## src/rtl/gray_counter.sv

```systemverilog
// Registered up/down Gray-code counter with Gray-coded synchronous load and terminal-count flag.
// Define GRAY_CNT_SAT_EN to make the count saturate at its limits instead of wrapping.
module gray_counter #(
  parameter int WIDTH = 4
) (
  input  logic             clk,
  input  logic             rst_n,
  input  logic             en,
  input  logic             up_dn,
  input  logic             load,
  input  logic [WIDTH-1:0] load_g,
  output logic [WIDTH-1:0] g,
  output logic [WIDTH-1:0] bin,
  output logic             tc
);

  localparam logic [WIDTH-1:0] CNT_MAX = {WIDTH{1'b1}};
  localparam logic [WIDTH-1:0] CNT_ONE = {{(WIDTH-1){1'b0}}, 1'b1};

  logic [WIDTH-1:0] load_bin;
  logic [WIDTH-1:0] next_bin;
  logic             at_max;
  logic             at_min;

  assign at_max = (bin == CNT_MAX);
  assign at_min = (bin == '0);

  // Each binary bit is the XOR of all Gray bits at and above it.
  always_comb begin
    load_bin = '0;
    for (int i = 0; i < WIDTH; i++) begin
      load_bin[i] = ^(load_g >> i);
    end
  end

  always_comb begin
    next_bin = bin;
    if (load) begin
      next_bin = load_bin;
    end else if (en) begin
      if (up_dn) begin
`ifdef GRAY_CNT_SAT_EN
        if (!at_max) next_bin = bin + CNT_ONE;
`else
        next_bin = bin + CNT_ONE;
`endif
      end else begin
`ifdef GRAY_CNT_SAT_EN
        if (!at_min) next_bin = bin - CNT_ONE;
`else
        next_bin = bin - CNT_ONE;
`endif
      end
    end
  end

  // g has its own register so it never glitches through a decode path.
  always_ff @(posedge clk or negedge rst_n) begin
    if (!rst_n) begin
      bin <= '0;
      g   <= '0;
    end else begin
      bin <= next_bin;
      g   <= load ? load_g : (next_bin ^ (next_bin >> 1));
    end
  end

  assign tc = rst_n & en & ~load & (up_dn ? at_max : at_min);

endmodule

```

## config.mk

```make
export PLATFORM = sky130hd
export DESIGN_NAME = gray_counter
export DESIGN_NICKNAME = d
export VERILOG_FILES = /design/src/rtl/gray_counter.sv
export SDC_FILE = /design/constraint.sdc
export NUM_CORES = 1
export LEC_CHECK = 0
export CORE_ASPECT_RATIO = 0.9
export CORE_MARGIN = 2
export CORE_UTILIZATION = 32
export CTS_CLUSTER_SIZE = 24
export DETAILED_ROUTE_END_ITERATION = 10
export SYNTH_ARGS = -nofsm -noshare
export SYNTH_HDL_FRONTEND = slang
export SYNTH_SLANG_ARGS = --single-unit
```

## constraint.sdc

```tcl
create_clock -name clk -period 4 [get_ports clk]
set_input_delay 0.8 -clock clk [delete_from_list [all_inputs] [get_ports clk]]
set_output_delay 0.8 -clock clk [all_outputs]
set_load 0.005 [all_outputs]
```

* Word level (Yosys, flattened, before mapping)
Index checks and enable logic that the tools add are counted.
** Storage, ports and cells
- Flip-flop bits (word level) :: 8
- Bits of input ports :: 9
- Output and inout port bits :: 9
- Logic and storage cells :: 20
** Cells by class
- Add/sub/neg operators :: 2
- Eq/ne operators :: 1
- Multiplexer cells :: 5
- Bitwise gates (word level) :: 5
- Reductions and logical operators :: 5
** Operator list (count)
- 4-bit 2-to-1 mux :: 4
- 4-bit parity :: 4
- 4-bit by 1-bit adder with 4-bit output (second input constant) :: 1
- 4-bit equality test (second input constant) :: 1
- 4-bit zero test :: 1
- 4-bit by 1-bit subtractor with 4-bit output (second input constant) :: 1
- 4-bit by 3-bit XOR with 4-bit output :: 1
- 1-bit AND :: 3
- 1-bit 2-to-1 mux :: 1
- 1-bit NOT :: 1

* Logic depth before layout (Yosys ltp)
Gate-level depths: netlist (run 1).
- Word-level depth :: 6
- Mapped depth :: 7
- Mapped depth without buffers :: 7

* Worst setup path before layout (run 1)
Ideal clock, no wire load.
- Path type :: input port to flip-flop
- Start point :: input up_dn
- End point :: register g[2]
- Setup time :: 0.069 ns
- Arrival time :: 2.142 ns
- Data required time :: 3.931 ns
- Slack :: 1.789 ns
- Stages :: 6
- Buffers on the path :: 0
- Path through :: fa_1 > xnor2_1 > xnor2_1 > xnor2_1 > or3_1 > nand3_1
** On the way
- Longest elaborated chain between the ends :: 5
** RTL lines
- from (decl) :: line 9 : input logic up_dn,
- 4-bit 2-to-1 mux :: line 41 : if (up_dn) begin
- 4-bit 2-to-1 mux :: line 40 : end else if (en) begin
- 4-bit 2-to-1 mux :: line 38 : if (load) begin
- 4-bit by 3-bit XOR with 4-bit output :: line 64 : g <= load ? load_g : (next_bin ^ (next_bin >> 1));
- 4-bit 2-to-1 mux :: line 64
- to (signal assigned) :: line 64
- to (decl) :: line 12 : output logic [WIDTH-1:0] g,
No other way between the ends.

* Final worst setup path (run 1)
- Start point :: input up_dn
- End point :: output tc
** On the way
- Longest elaborated chain between the ends :: 2
** RTL lines
- 1-bit 2-to-1 mux :: line 68 : assign tc = rst_n & en & ~load & (up_dn ? at_max : at_min);
- 1-bit AND :: line 68
- to (decl) :: line 14 : output logic tc
No other way between the ends.

==> results.toml, run 1 <==
[status]
run_status = "finished clean"

[layout]
design.final.nets = 94
filler_cell_count = 161
finalCoreUtilization_pct = 49.2
insertedDiodeCount = 0
final-seq-area_um2 = 175
final_layout_size_suffix_gt1_share_pct = 6.17
syn2layout_area_growth_pct = 39.2
multi_input_gate_area_um2 = 315

[logic_synthesis]
synthesis.instances = 63
netlist_area_um2 = 529
yosys.area.top_type = "dfrtp_1"
synth_seq_cells = 7
post_synth_main_area_contributors = "dfrtp_1 (33%), xnor2_1 (15%), nand2_1 (5.0%)"
ys_warn_count = 0
netlist.area_leader.share_pct = 33.1
seq_area_frac_synth_pct = 33.1
yosysUniqueCellTypes = 26
syn_nets = 75
synth.avg_cell_area_um2 = 8.40

[timing]
finalSetupTns_ps = 0
period_share_pct = 81.0
final.setup_skew_ps = 1.91
unrepaired_setup_endpoints_after_global_routing = "no"
slew_limit_headroom_pct = 72.8
post-route-min-period_ps = 3240
max_slew.worst_pin.slew_ps = 407
max_freq_mhz = 309
maxSlewViolCount = 0
setup_violations = 0
final_hold_viol_count = 0
hold_slack_ps = 674

[hold_path]
hold_class = "flip-flop to flip-flop"

[die]
design.core.area_um2 = 1500
die_height_um = 42.6
initial_utilization_pct = 35.4
floorplan.die_area_um2 = 2000
rows = 13
io_pins = 18
floorplan.die.width_um = 46.9

[clock_network]
tritoncts = "yes"
cts.root.buffer_cell = "clkbuf_4"
clk_pin_slew_ps = 50
cts-buffers-inserted = 3
postCtsSetupRepairBufs = 0
cts_hold_buffers = 0
clock_tree.htree_level_count = 1
source_to_sink_clock_delay_at_the_later_pin_of_the_worst_skew_pair_ps = 250
cts.sinks = 7
cts_buffer_depth = 2
cts-resized-gates = 0

[routing]
route.antenna.remaining_nets = 0
routedWlPerCell_um = 10.9
detailroute.wirelength.met3_um = 57
routed_metal_1_wire_length_um = 572
via_count = 486
wl_met2_um = 479
initialDrtViolationCount = 13
detailedRoute.firstPassIterationCount = 4
remaining_drc_errors = 0
drt_wl_total_um = 1130
routed_via_density = 4.72
route.top_layer_used = "met4"

[critical_path]
crit_type = "input port to output port"
crit_required_ps = 3200
timing.critical_path.arrival_ps = 2440
critPathCaptureType = "output port"
setup.reg_to_reg.worst_slack_ps = 1940
cp-start-kind = "input port"
critical_path_peak_fanout = 5

[grt]
maximum_number_of_pins_on_one_net_before_global_route_repair = 14
grt_pass1_vias = 435
grt.overflow.total = 0
grt_antenna_before_repair = 0
grt_first_pass_wirelength_um = 1940
grt_use_total_pct = 13.7

[power_and_ir_drop]
leakage_nw = 0.303
ir_worst_vdd_v = 0.000184
pwr_density_cell_nw_per_um2 = 431

[place]
port_buffers = 17
final_weighted_congestion_in_routability_driven_placement = 0.724
place.detailed.hpwl_um = 882

[flow_run]
timing.max_cap.violations = 0
## cells in the final DEF, fill, tap and decap left out, types with 2 or more instances in the layout
cell and count:
ha_1 2, nor2_1 4, nor3_1 2, xor2_1 2, clkbuf_4 3, a21oi_1 5
o21ai_0 3, xnor2_1 9, inv_1 5, nand2_1 7, clkdlybuf4s50_1 17, nand3_1 2
dfrtp_1 7
## final timing paths
check,cells after the start,startpoint,end
worst min-delay path,3,bin[0]$_DFF_PN0_,bin[0]$_DFF_PN0_
max in group asynchronous,1,rst_n,bin[3]$_DFF_PN0_
worst min register to register,3,bin[0]$_DFF_PN0_,bin[0]$_DFF_PN0_
worst max register to register,7,bin[0]$_DFF_PN0_,g[2]$_DFF_PN0_
min in group asynchronous,1,rst_n,g[0]$_DFF_PN0_
worst max-delay path,5,up_dn,tc
## per-stage QoR
step                power (mW)  setup slack, ps  instance area [µm²]  cells
floorplan                0.197             1790                  529     63
global placement         0.255              768                  711     99
detailed placement       0.256              768                  711     99
CTS                      0.322              752                  737    103
global route             0.347              643                  737    103
finish                   0.318              761                  737    103
## kinds of logic after synthesis
logic type	count (synthesis)	synth area share [%]
AO/OA/AOI/OAI	15	17.7
XOR/XNOR	11	18.2
adder cells (fa/ha/maj)	3	8.51
buffers and inverters	9	7.33
flip-flops	7	33.1
AND/OR/NAND/NOR	18	15.1
## metal layers
| layer | global-route usage, % | vias up |
|---|---|---|
| met4 | 6.67 | 0 |
| met1 | 18.8 | 220 |
| met3 | 3.88 | 2 |
| met5 | 0 | - |
| met2 | 19.2 | 15 |
| li1 | - | 249 |
## state kept, by name (all words and copies together) (netlist names)
name / cells
g: 3
bin: 4
## cell usage after synthesis
master     instances
xnor2_1            9
dfrtp_1            7
nand2_1            7
a21oi_1            5
inv_1              5
nor2_1             4
o21ai_0            3
ha_1               2
nand3_1            2
nor3_1             2
xor2_1             2
a211oi_1           1
a21boi_0           1
a21o_1             1
a31oi_1            1
buf_2              1
buf_4              1
clkbuf_1           1
fa_1               1
inv_2              1
nor4_1             1
o2111ai_1          1
o211ai_1           1
o311ai_1           1
or2_2              1
or3_1              1
## report_power, final
part           total [mW]  switching [mW]  internal, mW
Combinational       0.152          0.0652        0.0864
Sequential          0.102          0.0156        0.0861
Clock              0.0643          0.0262        0.0381
Total               0.318           0.107         0.211
## layout make-up
type	count	share of cell area, %
Clock buffer	4	3.57
Multi-Input combinational cell	47	42.8
Sequential cell	7	23.8
Inverter	6	3.06
Tap cell	22	3.74
Timing Repair Buffer	17	23.1
## worst max-delay path: stages
cell and delay [ps]:
clkdlybuf4s50_1 530, nor4_1 310, a21oi_1 110, nor3_1 170
clkdlybuf4s50_1 520
(Power assumes the default switching activity.)
==> run 2, diff against run 1 <==
Clock period 4 ns to 2.78 ns, I/O delays scaled along.
==> results.toml, run 2 (same netlist as run 1, synthesis figures left out) <==
[status]
run_status = "finished clean"

[clock_network]
cts.sinks = 7
cts-buffers-inserted = 3
clk_pin_slew_ps = 50
postCtsSetupRepairBufs = 0
cts-resized-gates = 0
cts_hold_buffers = 0
cts.root.buffer_cell = "clkbuf_4"
tritoncts = "yes"
clock_tree.htree_level_count = 1
source_to_sink_clock_delay_at_the_later_pin_of_the_worst_skew_pair_ps = 250
cts_buffer_depth = 2

[grt]
maximum_number_of_pins_on_one_net_before_global_route_repair = 12
grt_first_pass_wirelength_um = 1950
grt_use_total_pct = 13.8
grt_antenna_before_repair = 0
grt.overflow.total = 0
grt_pass1_vias = 447

[timing]
final.setup_skew_ps = 3.34
max_freq_mhz = 374
slew_limit_headroom_pct = 82.5
setup_violations = 0
hold_slack_ps = 662
period_share_pct = 96.3
max_slew.worst_pin.slew_ps = 263
final_hold_viol_count = 0
post-route-min-period_ps = 2680
maxSlewViolCount = 0

[layout]
design.final.nets = 99
finish.instance_area_um2 = 781
largest_register = "bin"
final_layout_size_suffix_gt1_share_pct = 12.8
number_of_flip_flops_under_the_largest_register_name = 4
insertedDiodeCount = 0
mostFrequentLayoutCells = "clkdlybuf4s50_1 (17), xnor2_1 (9), nand2_1 (7), dfrtp_1 (7)"
final_common_cell = "clkdlybuf4s50_1"
syn2layout_area_growth_pct = 47.5
largestRegisters = "bin x4, g x3"
finalCoreUtilization_pct = 52.2

[die]
design.core.area_um2 = 1500
floorplan.die.width_um = 46.9
rows = 13
io_pins = 18
initial_utilization_pct = 35.4
die_height_um = 42.6
floorplan.die_area_um2 = 2000

[routing]
route.antenna.remaining_nets = 0
remaining_drc_errors = 0
drt_wl_total_um = 1170
initialDrtViolationCount = 2
routedWlPerCell_um = 10.9
via_count = 491
routed_via_density = 4.55
detailedRoute.firstPassIterationCount = 4

[critical_path]
crit_type = "input port to output port"
timing.critical_path.arrival_ps = 2120
reg2reg_to = "g[2]$_DFF_PN0_"
ff2ff_path_depth = 7
end_of_the_critical_path = "tc"
crit_slowest_cell = "clkdlybuf4s50_1"
path_cells = "clkdlybuf4s50_1 -> nand3_1 -> nor3_1 -> a21oi_1 -> nor3_1 -> clkdlybuf4s50_1"
crit_required_ps = 2220
setup.reg_to_reg.worst_slack_ps = 820
critPathCaptureType = "output port"
critical-path-max-stage-delay_ps = 570
critical_path.reg2reg.startpoint = "bin[0]$_DFF_PN0_"
cp-start-kind = "input port"
setup.worst_path.start = "up_dn"
critical_path_peak_fanout = 4

[place]
port_buffers = 17
dpl_cell_area_um2 = 748
place.detailed.hpwl_um = 970
final_weighted_congestion_in_routability_driven_placement = 0.702

[hold_path]
hold_class = "input port to async pin"

[power_and_ir_drop]
leakage_nw = 0.328
ir_worst_vdd_v = 0.000246
pwr_density_cell_nw_per_um2 = 604

[flow_run]
timing.max_cap.violations = 0
-- run 2: changes by cell type in the layout (fill, tap and decap cells not counted), sizes merged --
| cell | change |
|---|---|
| buf | +5 |
-- run 2: through the flow --
step                power (mW)  cells  TNS (ps)  setup slack [ps]
finish                   0.472    108         0               104
global route             0.512    108     -13.3             -13.3
floorplan                0.284     63         0               813
detailed placement       0.383    104         0              77.9
CTS                      0.477    108         0              83.7
global placement         0.381    104         0              87.9
-- run 2: critical path: cells and delay by family --
family,cells,cell delay [ps]
AOI/OAI and AO/OA,1,70
buffers and inverters,2,1090
and+or+nand+nor,3,400
-- run 2: worst min-delay path by stage --
stage | start | to | slack, ps | depth (start not counted)
after global routing | rst_n | bin[0]$_DFF_PN0_ | 670 | 2
after floorplan | rst_n | bin[0]$_DFF_PN0_ | 260 | 0
after detailed placement | bin[0]$_DFF_PN0_ | bin[0]$_DFF_PN0_ | 670 | 3
after CTS | rst_n | g[1]$_DFF_PN0_ | 650 | 2
final | rst_n | g[1]$_DFF_PN0_ | 660 | 2
after global placement | bin[0]$_DFF_PN0_ | bin[0]$_DFF_PN0_ | 680 | 3
-- run 2: area by class of cell --
| cell class | count | area [µm²] |
|---|---|---|
| clock buffers | 4 | 26.3 |
| flip-flops and latches | 7 | 175 |
| repair buffers | 22 | 208 |
| well taps | 22 | 27.5 |
| multi-input cells | 47 | 322 |
| inverters | 6 | 22.5 |
| fillers | 151 | 716 |
-- run 2: report_power, final --
part / switching [mW] / internal, mW
clock: 0.0363 / 0.0547
sequential: 0.0256 / 0.124
combinational: 0.0946 / 0.137
-- run 2: per-layer routing --
metal  up-vias  GRT usage, %  part of all wire [%]
li1        262             -                     -
met3         2          1.72                   4.1
met1       216          20.1                    49
met5         -             0                     0
met4         0          10.0                   1.8
met2        11          17.8                    45
==> run 3, diff against run 2 <==
Settings changed: GPL_TIMING_DRIVEN set to 0.
==> results.toml, run 3 (same netlist as run 1, synthesis figures left out) <==
[grt]
grt_use_total_pct = 12.9
grt_pass1_vias = 415
maximum_number_of_pins_on_one_net_before_global_route_repair = 11
grt_first_pass_wirelength_um = 1810
grt_antenna_before_repair = 0
grt.overflow.total = 0

[clock_network]
cts.sinks = 7
clock_tree.htree_level_count = 1
tritoncts = "yes"
cts-buffers-inserted = 3
clk_pin_slew_ps = 60
cts_buffer_depth = 2
cts.root.buffer_cell = "clkbuf_4"
postCtsSetupRepairBufs = 0
source_to_sink_clock_delay_at_the_later_pin_of_the_worst_skew_pair_ps = 250

[timing]
maxSlewViolCount = 0
slew_limit_headroom_pct = 76.0
setup_violations = 0
max_slew.worst_pin.slew_ps = 359
finalSetupTns_ps = 0
period_share_pct = 91.4
unrepaired_setup_endpoints_after_global_routing = "no"
final.setup_skew_ps = 4.35
max_freq_mhz = 393
post-route-min-period_ps = 2540
final_hold_viol_count = 0

[layout]
finish.instance_area_um2 = 752
largest_register = "bin"
number_of_flip_flops_under_the_largest_register_name = 4
final_layout_size_suffix_gt1_share_pct = 9.64
largestRegisters = "bin x4, g x3"
syn2layout_area_growth_pct = 42.1
insertedDiodeCount = 0
mostFrequentLayoutCells = "clkdlybuf4s50_1 (15), xnor2_1 (9), nand2_1 (7), dfrtp_1 (7)"
design.final.nets = 96
layout.cells.non_filler = 105
final_common_cell = "clkdlybuf4s50_1"

[die]
die_height_um = 42.6
rows = 13
floorplan.die_area_um2 = 2000
initial_utilization_pct = 35.4
io_pins = 18
floorplan.die.width_um = 46.9
design.core.area_um2 = 1500

[place]
place.detailed.hpwl_um = 904
port_buffers = 16
final_weighted_congestion_in_routability_driven_placement = 0.749
placed_cells = 101
dpl_cell_area_um2 = 717

[critical_path]
ff2ff_path_depth = 7
crit_required_ps = 2220
setup.reg_to_reg.worst_slack_ps = 710
reg2reg_to = "g[2]$_DFF_PN0_"
critical_path.reg2reg.startpoint = "bin[0]$_DFF_PN0_"
crit_type = "input port to output port"
critPathCaptureType = "output port"
timing.critical_path.arrival_ps = 1990
critical_path_peak_fanout = 8
cp-start-kind = "input port"

[routing]
routedWlPerCell_um = 10.8
route.antenna.remaining_nets = 0
via_count = 483
detailedRoute.firstPassIterationCount = 2
initialDrtViolationCount = 4
remaining_drc_errors = 0
drt_wl_total_um = 1140
routed_via_density = 4.60

[power_and_ir_drop]
total_power_mw = 0.464
ir_worst_vdd_v = 0.000205
leakage_nw = 0.319
pwr_density_cell_nw_per_um2 = 618

[hold_path]
hold_class = "input port to async pin"

[flow_run]
timing.max_cap.violations = 0

[status]
run_status = "finished clean"
==> run 3: cell count changes in the layout (fill, tap and decap cells not counted), sizes merged <==
cell	previous run	this run
clkdlybuf4s50	17	15
dlymetal6s2s	0	1
clkbuf	4	5
buf	5	2
==> run 3: worst max path at each step <==
stage	start	endpoint	depth (start not counted)
floorplan	up_dn	g[2]$_DFF_PN0_	6
global placement	up_dn	tc	5
detailed placement	up_dn	tc	5
CTS	up_dn	tc	5
global route	rst_n	tc	4
finish	rst_n	tc	4
==> run 3: repair_timing <==
action                     in CTS  in global routing
gates resized for setup         0                  2
hold buffers                    0                  0
setup endpoints to repair       0                  1
==> run 3: area by class of cell <==
class | count | area (µm²)
buffer | 3 | 16.3
clock buffer | 4 | 26.3
fill | 152 | 744
inverter | 6 | 22.5
multi-input combinational | 47 | 322
sequential | 7 | 175
tap | 22 | 27.5
timing repair buffer | 16 | 163
==> run 3: power breakdown <==
part,switching [mW],total [mW],internal (mW)
logic,0.0947,0.223,0.128
clock network,0.0394,0.0943,0.0549
registers,0.0236,0.148,0.124
total,0.158,0.464,0.307
==> run 3: worst max-delay path, cell delays in order <==
cell             delay (ps)
clkdlybuf4s50_1         680
nand2_1                 100
nor3_1                  130
clkdlybuf4s50_1         520
==> run 3: layer usage <==
metal | routed length (µm) | global-route usage (%) | up-vias
li1 | - | - | 253
met1 | 575 | 18.1 | 217
met2 | 494 | 16.7 | 11
met3 | 58 | 2.16 | 2
met4 | 9 | 10.0 | 0
met5 | 0 | 0 | -
==> run 3: metrics by stage <==
| step | util (%) | setup slack (ps) | hold WS (ps) |
|---|---|---|---|
| 6_report | 50.3 | 239 | 578 |
| 3_5_place_dp | 47.9 | 24.4 | 673 |
| 3_3_place_gp | 47.9 | 26.7 | 679 |
| 4_1_cts | 49.7 | 24.4 | 581 |
| 2_1_floorplan | - | 813 | 260 |
| 5_1_grt | 50.3 | 106 | 617 |
